**src/rtl/vector_mem_sequencer.sv**
```systemverilog
// Memory-stage sequencer: splits a vector load/store into LANES word beats on a word-wide data memory.
// Optional build macro VSEQ_ALIGN_CHECK_EN adds a misaligned-vector-request check and an err output.
module vector_mem_sequencer #(
    parameter int              N        = 32,
    parameter int              V        = 128,
    parameter int              LANES    = 4,
    parameter logic [N-1:0]    ADDR_MAX = 32'h30D3F
) (
    input  logic            clk,
    input  logic            rst,
    input  logic            vect_m,
    input  logic            memw_m,
    input  logic            memtoreg_m,
    input  logic [N-1:0]    addr_m,
    input  logic [V-1:0]    wdata_m,
    input  logic [N-1:0]    mem_rdata,
    output logic [N-1:0]    mem_addr,
    output logic [N-1:0]    mem_wdata,
    output logic            mem_we,
    output logic [V-1:0]    rdata_m,
    output logic            stall,
    output logic            busy,
    output logic            done
`ifdef VSEQ_ALIGN_CHECK_EN
    ,
    output logic            err
`endif
);

    localparam int BW = $clog2(LANES);
    localparam logic [BW-1:0] LAST_BEAT = BW'(LANES - 1);

    typedef enum logic [1:0] {IDLE, BEAT, DONE} state_t;

    state_t         state_q, state_d;
    logic [BW-1:0]  beat_q, beat_d;
    logic [N-1:0]   base_q, base_d;
    logic [V-1:0]   wdata_q, wdata_d;
    logic           store_q, store_d;
    logic [V-1:0]   result_q, result_d;

    logic           req;
    logic           misalign;
    logic [N-1:0]   beat_addr;

    // Addresses past the end of data memory are forced to 0 rather than wrapping into it.
    function automatic logic [N-1:0] clamp_addr(input logic [N-1:0] a);
        return (a > ADDR_MAX) ? '0 : a;
    endfunction

    assign req       = vect_m & (memw_m | memtoreg_m);
    assign beat_addr = base_q + (N'(beat_q) << 2);

`ifdef VSEQ_ALIGN_CHECK_EN
    logic err_q, err_d;

    assign misalign = (addr_m[1:0] != 2'b00);

    always_ff @(posedge clk or negedge rst) begin
        if (!rst) begin
            err_q <= 1'b0;
        end else begin
            err_q <= err_d;
        end
    end

    always_comb begin
        err_d = err_q;
        if (state_q == IDLE && req) begin
            err_d = misalign;
        end
    end

    assign err = done & err_q;
`else
    assign misalign = 1'b0;
`endif

    // State register
    always_ff @(posedge clk or negedge rst) begin
        if (!rst) begin
            state_q <= IDLE;
        end else begin
            state_q <= state_d;
        end
    end

    // Next-state logic; DONE always retires to IDLE so the finishing instruction cannot re-trigger.
    always_comb begin
        state_d = state_q;
        case (state_q)
            IDLE: begin
                if (req) begin
                    state_d = misalign ? DONE : BEAT;
                end
            end
            BEAT: begin
                if (beat_q == LAST_BEAT) begin
                    state_d = DONE;
                end
            end
            DONE:    state_d = IDLE;
            default: state_d = IDLE;
        endcase
    end

    always_ff @(posedge clk or negedge rst) begin
        if (!rst) begin
            beat_q   <= '0;
            base_q   <= '0;
            wdata_q  <= '0;
            store_q  <= 1'b0;
            result_q <= '0;
        end else begin
            beat_q   <= beat_d;
            base_q   <= base_d;
            wdata_q  <= wdata_d;
            store_q  <= store_d;
            result_q <= result_d;
        end
    end

    // Request inputs are latched once in IDLE; later beats only use the latched copies.
    always_comb begin
        beat_d   = beat_q;
        base_d   = base_q;
        wdata_d  = wdata_q;
        store_d  = store_q;
        result_d = result_q;
        case (state_q)
            IDLE: begin
                if (req) begin
                    beat_d   = '0;
                    base_d   = addr_m;
                    wdata_d  = wdata_m;
                    store_d  = memw_m;
                    result_d = '0;
                end
            end
            BEAT: begin
                if (!store_q) begin
                    result_d[int'(beat_q)*N +: N] = mem_rdata;
                end
                beat_d = beat_q + 1'b1;
            end
            default: ;
        endcase
    end

    // Output logic
    always_comb begin
        mem_addr  = clamp_addr(addr_m);
        mem_wdata = wdata_m[N-1:0];
        mem_we    = 1'b0;
        rdata_m   = {LANES{mem_rdata}};
        stall     = 1'b0;
        done      = 1'b0;
        case (state_q)
            IDLE: begin
                if (req) begin
                    stall = 1'b1;
                end else begin
                    mem_we = memw_m;
                end
            end
            BEAT: begin
                mem_addr  = clamp_addr(beat_addr);
                mem_wdata = wdata_q[int'(beat_q)*N +: N];
                mem_we    = store_q;
                rdata_m   = result_q;
                stall     = 1'b1;
            end
            DONE: begin
                rdata_m = result_q;
                done    = 1'b1;
            end
            default: ;
        endcase
    end

    assign busy = (state_q != IDLE);

endmodule

```
**config.mk**
```make
export PLATFORM = sky130hd
export DESIGN_NAME = vector_mem_sequencer
export DESIGN_NICKNAME = d
export VERILOG_FILES = /design/src/rtl/vector_mem_sequencer.sv
export SDC_FILE = /design/constraint.sdc
export NUM_CORES = 1
export LEC_CHECK = 0
export CORE_MARGIN = 2
export CORE_UTILIZATION = 50
export CTS_CLUSTER_DIAMETER = 30
export DETAILED_ROUTE_END_ITERATION = 8
export GPL_ROUTABILITY_DRIVEN = 0
export PLACE_DENSITY = 0.84
export SLEW_MARGIN = 15
export SYNTH_ARGS = -nofsm -noshare
export SYNTH_HDL_FRONTEND = slang
export SYNTH_SLANG_ARGS = --single-unit
```
**constraint.sdc**
```tcl
create_clock -name clk -period 4.8 [get_ports clk]
set_input_delay 1.44 -clock clk [delete_from_list [all_inputs] [get_ports clk]]
set_output_delay 1.44 -clock clk [all_outputs]
set_load 0.02 [all_outputs]
```
[Word-level counts from Yosys, hierarchy flattened]
Cells that the tools add are included.
Word-level totals
  logic and storage cells: 49
  memory bits (read-only): 0
  bits in latches: 0
  register bits: 293
  memories kept: 0
  output and inout port bits: 196
  bits in writable memories: 0
  bits of input ports: 197
Cells by class
  div/mod/pow operators: 0
  $mul: 0
  add/sub/neg operators: 3
  multiplexer cells: 19
  shifts and indexed selects: 3
  bitwise operators: 2
  reduce and logical (&&, ||, !) cells: 8
  eq/ne operators: 6
  order comparisons: 2
Operator list (count)
  two-way mux 128 bit: 3
  case mux 128 bit (2 select lines): 1
  bitwise mux 128 bit: 1
  two-way mux 32 bit: 4
  variable shift 32 x 33 -> 128 bit, first input constant: 1
  variable part select 128 x 8 -> 32 bit: 1
  variable part select 32 x 33 -> 128 bit: 1
  > comparator 32 x 18 -> 1 bit, second input constant: 2
  negation 7 -> 33 bit: 1
  adder 32 x 4 -> 32 bit: 1
  case mux 2 bit (2 select lines): 2
  two-way mux 2 bit: 3
  != test 2 bit, second input constant: 3
  AND reduction 2 bit: 3
  equality test 2 bit, second input constant: 2
  case mux 1 bit (2 select lines): 2
  nonzero test 2 bit: 2
  two-way mux 1 bit: 3
  AND reduction 3 bit: 1
  adder 2 x 1 -> 2 bit, second input constant: 1
  equality test 2 x 1 -> 1 bit, second input constant: 1
  zero test 2 bit: 1
  OR reduction 2 bit: 1
  AND 1 bit: 1
  bitwise OR 1 bit: 1

[Longest topological paths before layout]
Gate-level depths: netlist of run 1.
  word-level depth: 5
  depth in mapped cells: 10
  depth with buffers taken out: 8

[Least setup slack after synthesis of run 1]
OpenSTA, ideal clock, no wires.
  kind: register -> output
  from: register beat_q[0]
  to: output port mem_addr[0]
  arrival: 2974 ps
  setup slack: 386 ps
  path buffers: 1
  cell stages (with the launch flop): 9
  cell sequence: dfrtp_1 -> ha_1 -> fa_1 -> clkbuf_1 -> and3_1 -> o311a_1 -> o32ai_1 -> a31oi_4 -> o41ai_1
On the way
  cells in the longest elaborated chain, start to end: 4
Ends and longest elaborated chain
  start: declaration: line 36  | logic [BW-1:0] beat_q, beat_d;
  start signal: assignment: line 115  | beat_q <= beat_d;
  adder 32 x 4 -> 32 bit: line 52  | assign beat_addr = base_q + (N'(beat_q) << 2);
  > comparator 32 x 18 -> 1 bit: line 48  | return (a > ADDR_MAX) ? '0 : a;
  two-way mux 32 bit: line 48
  two-way mux 32 bit: line 158  | case (state_q)
  end: declaration: line 17  | output logic [N-1:0] mem_addr,
Every way passes these cells.

[Final worst setup path of run 1]
  from: register beat_q[0]
  to: output port mem_addr[2]
On the way
  cells in the longest elaborated chain, start to end: 4
Ends and longest elaborated chain (line)
  adder 32 x 4 -> 32 bit (*): 52
  > comparator 32 x 18 -> 1 bit: 48
  two-way mux 32 bit (*): 48
  two-way mux 32 bit (*): 158
Mark *: on every way between the ends. The rest lies on a longest branch, timed or not.

==> metrics.cfg, run 1 <==
[outcome]
status=completed

[hold_path]
hold_path.class=reg2reg

[placed_design]
io_buffer_count=378
hpwl_mm=30.6
pre_cts_slack_ps=-234
dpl-instance-area_um2=19200

[critical_path]
crit_path_max_fanout=17
path_class=reg2out
end_kind=output pin
crit_arrival_ps=3330
critPathLaunchType=register
cp.required_ps=3360

[floorplan]
pin_count=393
row_count=63
die_area_um2=31400
initial_core_util=0.507
fp.coreArea_um2=29600
die_w_um=177
die_h_um=177

[routing]
ant_nets=0
wl_mm=46.6
drtIter0Drc=922
wl_per_cell_um=20.4
drc=0
via_count=12800
drtPass1Iterations=5
routed_via_density=5.61

[global_route]
grt_pass1_wl_mm=73.3
grt_max_degree=162
grtUsageTotal=0.299
antenna_found_initial=1
grt-ovfl-total=0
first_global_vias=13500

[sta]
drv_slew=0
timing.final.crit_share=0.995
min_period_ps=4770
grt_setup_unrepaired=true
fin_worst_skew_ps=31.0
setup_tns_ps=0
maxSlewHeadroom=0.292
worstMarginPinSlew_ps=1060
hold_viol=0
max_freq_mhz=209
finalSetupViolations=0
fin_ws_ps=26.1

[logic_synthesis]
synth_commonest_cells=nand2_1, dfrtp_1, mux2_2
synth_cells=1468
yosysMostFrequentCell=nand2_1
avgSynthCellArea_um2=10.2
netlist_top_cells_area=dfrtp_1, mux2_2, nand2_1
synth_flop_cell=dfrtp_1
netlist.area_leader.share=0.489
synth-seq-cells=293
syn_area_um2=15000
synth_top_cell_by_area=dfrtp_1
async_reset_ff_frac=1.00
yosysSeqAreaShare=0.489
yosys_warnings=0
synth.distinct_cells=59
synth-edff-count=0

[power_and_ir_drop]
intPower_uw=8830
p_sw_uw=5390
switching_share=0.379
leakage_uw=0.00915
power_uw=14200
power_frac_comb=0.440
clockPowerShare=0.283
power.density_nw_per_um2=668
seqPwrFrac=0.277
peakVddDrop_mv=0.456

[cts]
root_buffer=clkbuf_16
clk_latency_ps=580
cts_tree=built
cts_max_level=2
clk_pin_slew_ps=50
holdBufCountCts=0
cts_made_buffers=59
clock_sinks=293
clockBufferDepth=3

[finish]
drive_above_1_share=0.230
multi_input_area_um2=7320
fin_util=0.720
n_fill_cell=1932
register_area_um2=7330
nets=2057
syn_to_final_growth_pct=42.1
stdcell_area_um2=21300

[flow_run]
drv_cap=0

[power groups by stage]
stage	clock [uW]	sequential [uW]	combinational [uW]
after global routing	4200	4020	6670
after detailed placement	0	3890	6110
after floorplan	0	3650	3880
final	4030	3940	6260
after CTS	4060	3900	6250
after global placement	0	3830	5990
[critical path, cell delays in order, from the launching register on]
cell and delay (ps):
dfrtp_2 370, ha_2 210, fa_1 190, buf_4 160, nand4_1 180, nor3_2 320, a21oi_1 110, a31oi_1 320
a31oi_4 140, buf_12 180, o41ai_1 330, buf_2 240
[repair_timing]
| item | 4_1_cts | 5_1_grt |
|---|---|---|
| endpoints found under the setup margin | 18 | 18 |
| gates resized for setup | 99 | 6 |
| buffers inserted | 2 | 2 |
| pin swaps | 4 | 3 |
[area by class of cell]
type                       count  share of cell area
sequential                   293               0.344
multi-input combinational   1062               0.344
timing repair buffer         422               0.192
clock buffer                  73              0.0761
tap                          390              0.0229
clock inverter                36              0.0183
inverter                      12             0.00212
antenna                        1            0.000118
[cells in the final DEF, fill, tap and decap left out, types with 7 or more instances in the layout]
cell,n
buf_4,39
nand2b_1,32
conb_1,14
clkbuf_16,60
nor2_1,12
xnor2_1,8
dfrtp_1,291
clkdlybuf4s50_1,359
nand2_1,479
nand4_1,11
clkinvlp_4,16
xor2_1,10
inv_1,12
mux4_2,32
mux2_2,193
nand3_1,16
o41ai_2,13
o21ai_0,119
buf_2,17
clkbuf_8,7
a22o_1,32
[final timing paths]
path                               from            to  slack (ps)  depth (start not counted)
max                           beat_q[0]   mem_addr[2]          30                         11
min                        result_q[38]  result_q[38]         480                          2
max reg2reg                  state_q[1]  result_q[60]        1390                          9
min reg2reg                result_q[38]  result_q[38]         480                          2
max in group asynchronous           rst   wdata_q[23]        2880                          2
min in group asynchronous           rst  result_q[19]         900                          1
[stage by stage]
step / instances / hold slack, ps
2_1_floorplan: 1481 / 450
3_3_place_gp: 2175 / 462
3_5_place_dp: 2175 / 470
4_1_cts: 2286 / 481
5_1_grt: 2289 / 489
6_report: 2289 / 480
[per-layer routing]
layer  vias up  share of wire  GRT usage
li1       5839              -          -
met1      6325           0.37      0.350
met2       576           0.51      0.523
met3        99          0.087     0.0883
met4         0          0.028      0.102
met5         -              0          0
[cell families after synthesis]
family | synth area share
compound gates | 0.0920
mux | 0.193
flops | 0.489
xor+xnor | 0.0111
buf+inv | 0.0369
other cells | 0.000250
simple gates | 0.168
fa+ha+maj | 0.00885
[registers in the layout, indices dropped and copies added, names as in the netlist]
signal    count
beat_q        2
result_q    128
state_q       2
wdata_q     128
store_q       1
base_q       32
Note: power is estimated with default switching activity, not from simulation.
==> run 2, diff against run 1 <==
--- a/config.mk
+++ b/config.mk
@@ -10,7 +10,7 @@
 export CTS_CLUSTER_DIAMETER = 30
 export DETAILED_ROUTE_END_ITERATION = 8
 export GPL_ROUTABILITY_DRIVEN = 0
-export PLACE_DENSITY = 0.84
+export PLACE_DENSITY = 0.78
 export SLEW_MARGIN = 15
 export SYNTH_ARGS = -nofsm -noshare
 export SYNTH_HDL_FRONTEND = slang
==> run 2 against run 1 <==
Against the previous run: flip-flop and latch count stayed put; clock power is 3% higher; cell count hardly changed; register-to-register slack worse by 100 ps; final area is 0.25% higher; clock skew is 16 ps lower.
==> metrics.cfg, run 2 (synthesis gave the netlist of run 1 again) <==
[outcome]
status=completed

[finish]
top_regs=result_q (128), wdata_q (128), base_q (32)
drive_above_1_share=0.230  ; +0.000770
fin_cells=2288  ; -0.044%
multi_input_area_um2=7300  ; -0.22%
n_fill_cell=2057  ; +6.5%
final_common_cell=nand2_1
nets=2058  ; +0.049%
syn_to_final_growth_pct=42.5
register_area_um2=7330  ; unchanged
stdcell_area_um2=21300  ; +0.25%
layout_common_cells=nand2_1, clkdlybuf4s50_1, dfrtp_1

[floorplan]
pin_count=393  ; unchanged
die_w_um=177  ; unchanged
die_h_um=177  ; unchanged
initial_core_util=0.507  ; unchanged
die_area_um2=31400  ; unchanged
row_count=63  ; unchanged
fp.coreArea_um2=29600  ; unchanged

[critical_path]
crit_chain=ha_2 > fa_1 > buf_4 > nand3_2 > nor4_4 > buf_4 > o2111ai_1 > nand3_1 > nand4b_4 > buf_4 > o41ai_1 > buf_2
slowest_stage=dfrtp_2
cpPeakStageDelay_ps=410  ; +40 ps
cp_common_cell=buf_4
cp.required_ps=3360  ; about the same
end_kind=output pin
crit_arrival_ps=3230  ; -100 ps
critPathBufInv=4  ; +1
crit_family=buffers and inverters
rr_startpoint=state_q[1]
critPathLaunchType=register
path_class=reg2out
crit_path_max_fanout=7  ; -10
crit_start=beat_q[0]

[global_route]
grt-ovfl-total=0  ; unchanged
grt_max_degree=162  ; unchanged
grt_pass1_wl_mm=68.6  ; -6.4%
first_global_vias=12900  ; -4.9%
antenna_found_initial=3  ; +2
grtUsageTotal=0.276  ; -0.0224

[routing]
routed_via_density=5.49  ; -2.1%
drtIter0Drc=812  ; -12%
wl_mm=43.7  ; -6.3%
drtPass1Iterations=5  ; unchanged
ant_nets=0  ; unchanged
via_count=12600  ; -2.2%
wl_per_cell_um=19.1  ; -6.2%
drc=0  ; unchanged

[sta]
hold_viol=0  ; unchanged
grt_setup_unrepaired=true
setup_tns_ps=0  ; unchanged
maxSlewHeadroom=0.366  ; +0.0740
drv_slew=0  ; unchanged
max_freq_mhz=214  ; +2.3%
fin_ws_ps=133  ; +107 ps
finalSetupViolations=0  ; unchanged
timing.final.crit_share=0.972  ; -0.0223
min_period_ps=4670  ; -107 ps
fin_worst_skew_ps=14.6  ; -16.4 ps
worstMarginPinSlew_ps=950  ; -107 ps

[power_and_ir_drop]
peakVddDrop_mv=0.522  ; +14%
leakage_uw=0.00918  ; +0.33%
power_uw=14200  ; about the same
power.density_nw_per_um2=667  ; -0.16%

[cts]
holdBufCountCts=0  ; unchanged
cts_made_buffers=56  ; -5.1%
cts_max_level=2  ; unchanged
clk_pin_slew_ps=50  ; about the same
clk_latency_ps=560  ; -20 ps
root_buffer=clkbuf_16
clock_sinks=293  ; unchanged
clockBufferDepth=3  ; unchanged
cts_tree=built

[flow_run]
drv_cap=0  ; unchanged

[placed_design]
hpwl_mm=29.7  ; -2.7%
dp_cells=2175  ; unchanged
dpl-instance-area_um2=19200  ; +0.13%
io_buffer_count=378  ; unchanged
pre_cts_slack_ps=-282  ; -48.1 ps

[hold_path]
worstHoldStart=result_q[43]
hold_path.class=reg2reg

==> run 2: repair_timing <==
action / 4_1_cts / 5_1_grt
setup buffers: 5 / 3
endpoints found under the hold margin: 0 / 0
pin swaps: 4 / 3
gates cloned: 0 / 0
gates resized for setup: 98 / 9
setup endpoints to repair: 18 / 18
==> run 2: through the flow <==
step	hold WS [ps]	util
2_1_floorplan	450	-
3_3_place_gp	462	0.651
3_5_place_dp	471	0.651
4_1_cts	481	0.720
5_1_grt	491	0.722
6_report	477	0.722
==> run 2: final cells by class <==
| cell class | count | area share |
|---|---|---|
| inverter | 12 | 0.00211 |
| clock inverter | 37 | 0.0235 |
| timing repair buffer | 426 | 0.194 |
| tap | 390 | 0.0229 |
| antenna | 2 | 0.000234 |
| clock buffer | 66 | 0.0717 |
| multi-input combinational | 1062 | 0.342 |
| sequential | 293 | 0.344 |
==> run 2: path summary, 6_finish.rpt <==
kind	slack, ps	endpoint	cells past startpoint
hold reg to reg	480	result_q[43]	2
min in group asynchronous	930	result_q[78]	1
hold / removal	480	result_q[43]	2
setup / recovery	130	mem_addr[0]	12
max in group asynchronous	2860	wdata_q[122]	2
setup reg to reg	1290	result_q[99]	9
==> run 2: tightest hold or removal path: stages (launching register included) <==
cell and delay (ps):
dfrtp_1 340, nand2_1 40, o21ai_0 60
==> run 2: power breakdown <==
| part | total, uW | internal, uW | switching, uW |
|---|---|---|---|
| combinational | 6200 | 2940 | 3260 |
| sequential | 3890 | 3290 | 595 |
| clock | 4140 | 2780 | 1360 |
| total | 14200 | 9010 | 5220 |
==> run 2: layer usage <==
layer | track usage | vias up | wire [um]
met4 | 0.0933 | 2 | 1280
li1 | - | 5823 | -
met5 | 0 | - | 11
met1 | 0.323 | 6125 | 16600
met2 | 0.481 | 512 | 21900
met3 | 0.0866 | 100 | 3940
==> run 3, diff against run 2 <==
--- a/config.mk
+++ b/config.mk
@@ -10,6 +10,7 @@
 export CTS_CLUSTER_DIAMETER = 30
 export DETAILED_ROUTE_END_ITERATION = 8
 export GPL_ROUTABILITY_DRIVEN = 0
+export GPL_TIMING_DRIVEN = 0
 export PLACE_DENSITY = 0.78
 export SLEW_MARGIN = 15
 export SYNTH_ARGS = -nofsm -noshare
==> run 3 against run 2 <==
Against the previous run: largest power group unchanged; register-to-register slack hardly changed; count of clock-buffer cells in the layout is 8 higher; hold slack worse by 0.65 ps; maximum frequency is 2.7% lower; power is 3.1% higher; global-route usage is 2.5 points higher; critical endpoint is now mem_addr[9]; critical path type is now in2out; cell count is 4.4% higher; setup slack worse by 130 ps.
==> metrics.cfg, run 3 (synthesis gave the netlist of run 1 again) <==
[cts]
clk_pin_slew_ps=40  ; about the same
root_buffer=clkbuf_16
cts_max_level=2  ; unchanged
clockBufferDepth=3  ; unchanged
clock_sinks=293  ; unchanged
cts_tree=built
holdBufCountCts=0  ; unchanged
cts_made_buffers=60  ; +7.1%
clk_latency_ps=570  ; about the same

[floorplan]
die_w_um=177  ; unchanged
pin_count=393  ; unchanged
initial_core_util=0.507  ; unchanged
die_h_um=177  ; unchanged
fp.coreArea_um2=29600  ; unchanged
row_count=63  ; unchanged
die_area_um2=31400  ; unchanged

[finish]
n_fill_cell=2032  ; -1.2%
syn_to_final_growth_pct=47.1
layout_common_cells=nand2_1, clkdlybuf4s50_1, dfrtp_1
final_common_cell=nand2_1
drive_above_1_share=0.237  ; +0.00622
fin_util=0.746  ; +0.0236
top_regs=result_q (128), wdata_q (128), base_q (32)
multi_input_area_um2=7520  ; +3.0%
nets=2151  ; +4.5%
fin_cells=2388  ; +4.4%
register_area_um2=7330  ; unchanged

[critical_path]
cpPeakStageDelay_ps=500  ; +90 ps
crit_arrival_ps=3360  ; +130 ps
cp.required_ps=3360  ; about the same
r2r-end=result_q[6]
slowest_stage=clkdlybuf4s50_1
rr_startpoint=beat_q[1]
rr_worst_depth=8  ; -1
path_class=in2out
critPathLaunchType=primary input
crit_chain=clkdlybuf4s50_1 > o21a_1 > o211ai_1 > nand2_1 > a31oi_4 > clkbuf_4 > nand2_1 > o41ai_4 > buf_4
end_kind=output pin
reg2reg_slack_ps=1290  ; about the same
crit_path_max_fanout=10  ; +3
cp_common_cell=nand2_1

[placed_design]
io_buffer_count=378  ; unchanged
dp_cells=2252  ; +3.5%
hpwl_mm=34.5  ; +16%

[global_route]
grt_pass1_wl_mm=73.7  ; +7.4%
antenna_found_initial=5  ; +2
grt-ovfl-total=0  ; unchanged
grtUsageTotal=0.302  ; +0.0252
first_global_vias=13500  ; +4.9%
grt_max_degree=101  ; -38%

[sta]
maxSlewHeadroom=0.241  ; -0.125
grt_setup_unrepaired=true
max_freq_mhz=208  ; -2.7%
worstMarginPinSlew_ps=1120  ; +172 ps
timing.final.crit_share=0.999  ; +0.0272
finalSetupViolations=0  ; unchanged
drv_slew=0  ; unchanged
fin_worst_skew_ps=23.9  ; +9.32 ps
hold_viol=0  ; unchanged
min_period_ps=4800  ; +130 ps

[routing]
drtPass1Iterations=5  ; unchanged
routed_via_density=5.61  ; +2.1%
wl_mm=48.6  ; +11%
wl_per_cell_um=20.3  ; +6.6%
drc=0  ; unchanged
ant_nets=0  ; unchanged
drtIter0Drc=1092  ; +34%
via_count=13400  ; +6.6%

[hold_path]
hold_end=result_q[14]
hold_path.class=reg2reg
hold_depth=2  ; unchanged
worstHoldStart=result_q[14]

[power_and_ir_drop]
peakVddDrop_mv=0.423  ; -19%
power.density_nw_per_um2=665  ; -0.18%
leakage_uw=0.00972  ; +5.9%

[outcome]
status=completed

[flow_run]
drv_cap=0  ; unchanged

## run 3: power breakdown
part / switching (uW) / leakage [uW] / internal, uW
logic: 3610 / 0.00501 / 3020
clock network: 1370 / 0.000991 / 2800
registers: 576 / 0.00372 / 3290
total: 5560 / 0.00972 / 9110
## run 3: metal layers
metal / vias up / routed length (um) / GRT usage
met4: 4 / 1530 / 0.100
met2: 655 / 24500 / 0.525
met5: - / 26 / 0
met3: 130 / 4560 / 0.0874
met1: 6572 / 18000 / 0.358
li1: 6027 / - / -
## run 3: final cells by class
type                       count  area share
multi-input combinational   1064       0.341
clock inverter                38      0.0199
buffer                       111      0.0252
sequential                   293       0.333
tap                          390      0.0221
antenna                        4    0.000454
clock buffer                  74      0.0742
inverter                      12     0.00204
timing repair buffer         402       0.182
## run 3: what timing repair did
item,CTS,global route
pin swaps,9,12
gates cloned,1,3
resized for setup,124,72
endpoints found under the setup margin,74,157
endpoints found under the hold margin,0,0
setup buffers,9,10
## run 3: worst max path at each step
| stage | startpoint | endpoint | slack, ps |
|---|---|---|---|
| 2_1_floorplan | beat_q[0] | mem_addr[0] | 390 |
| 3_5_place_dp | memtoreg_m | stall | -970 |
| 5_1_grt | base_q[13] | mem_addr[9] | -80 |
| 6_report | addr_m[7] | mem_addr[9] | 3 |
| 3_3_place_gp | rst | wdata_q[111] | -10290 |
| 4_1_cts | state_q[1] | rdata_m[9] | -100 |
## run 3: stage by stage
stage	hold WS, ps	setup slack (ps)	instance area [um2]	setup TNS, ps	total power, uW
floorplan	450	386	15000	0	7520
global placement	462	-10290	19300	-3021650	9940
detailed placement	470	-971	19400	-13910	10100
CTS	480	-101	21700	-1510	14500
global route	500	-79.7	22000	-503	15400
finish	476	2.78	22000	0	14700
## run 3: worst max-delay path, delay by kind of cell
| kind | cells | cell delay, ps |
|---|---|---|
| compound gates | 4 | 700 |
| simple gates | 2 | 280 |
| buf+inv | 3 | 940 |
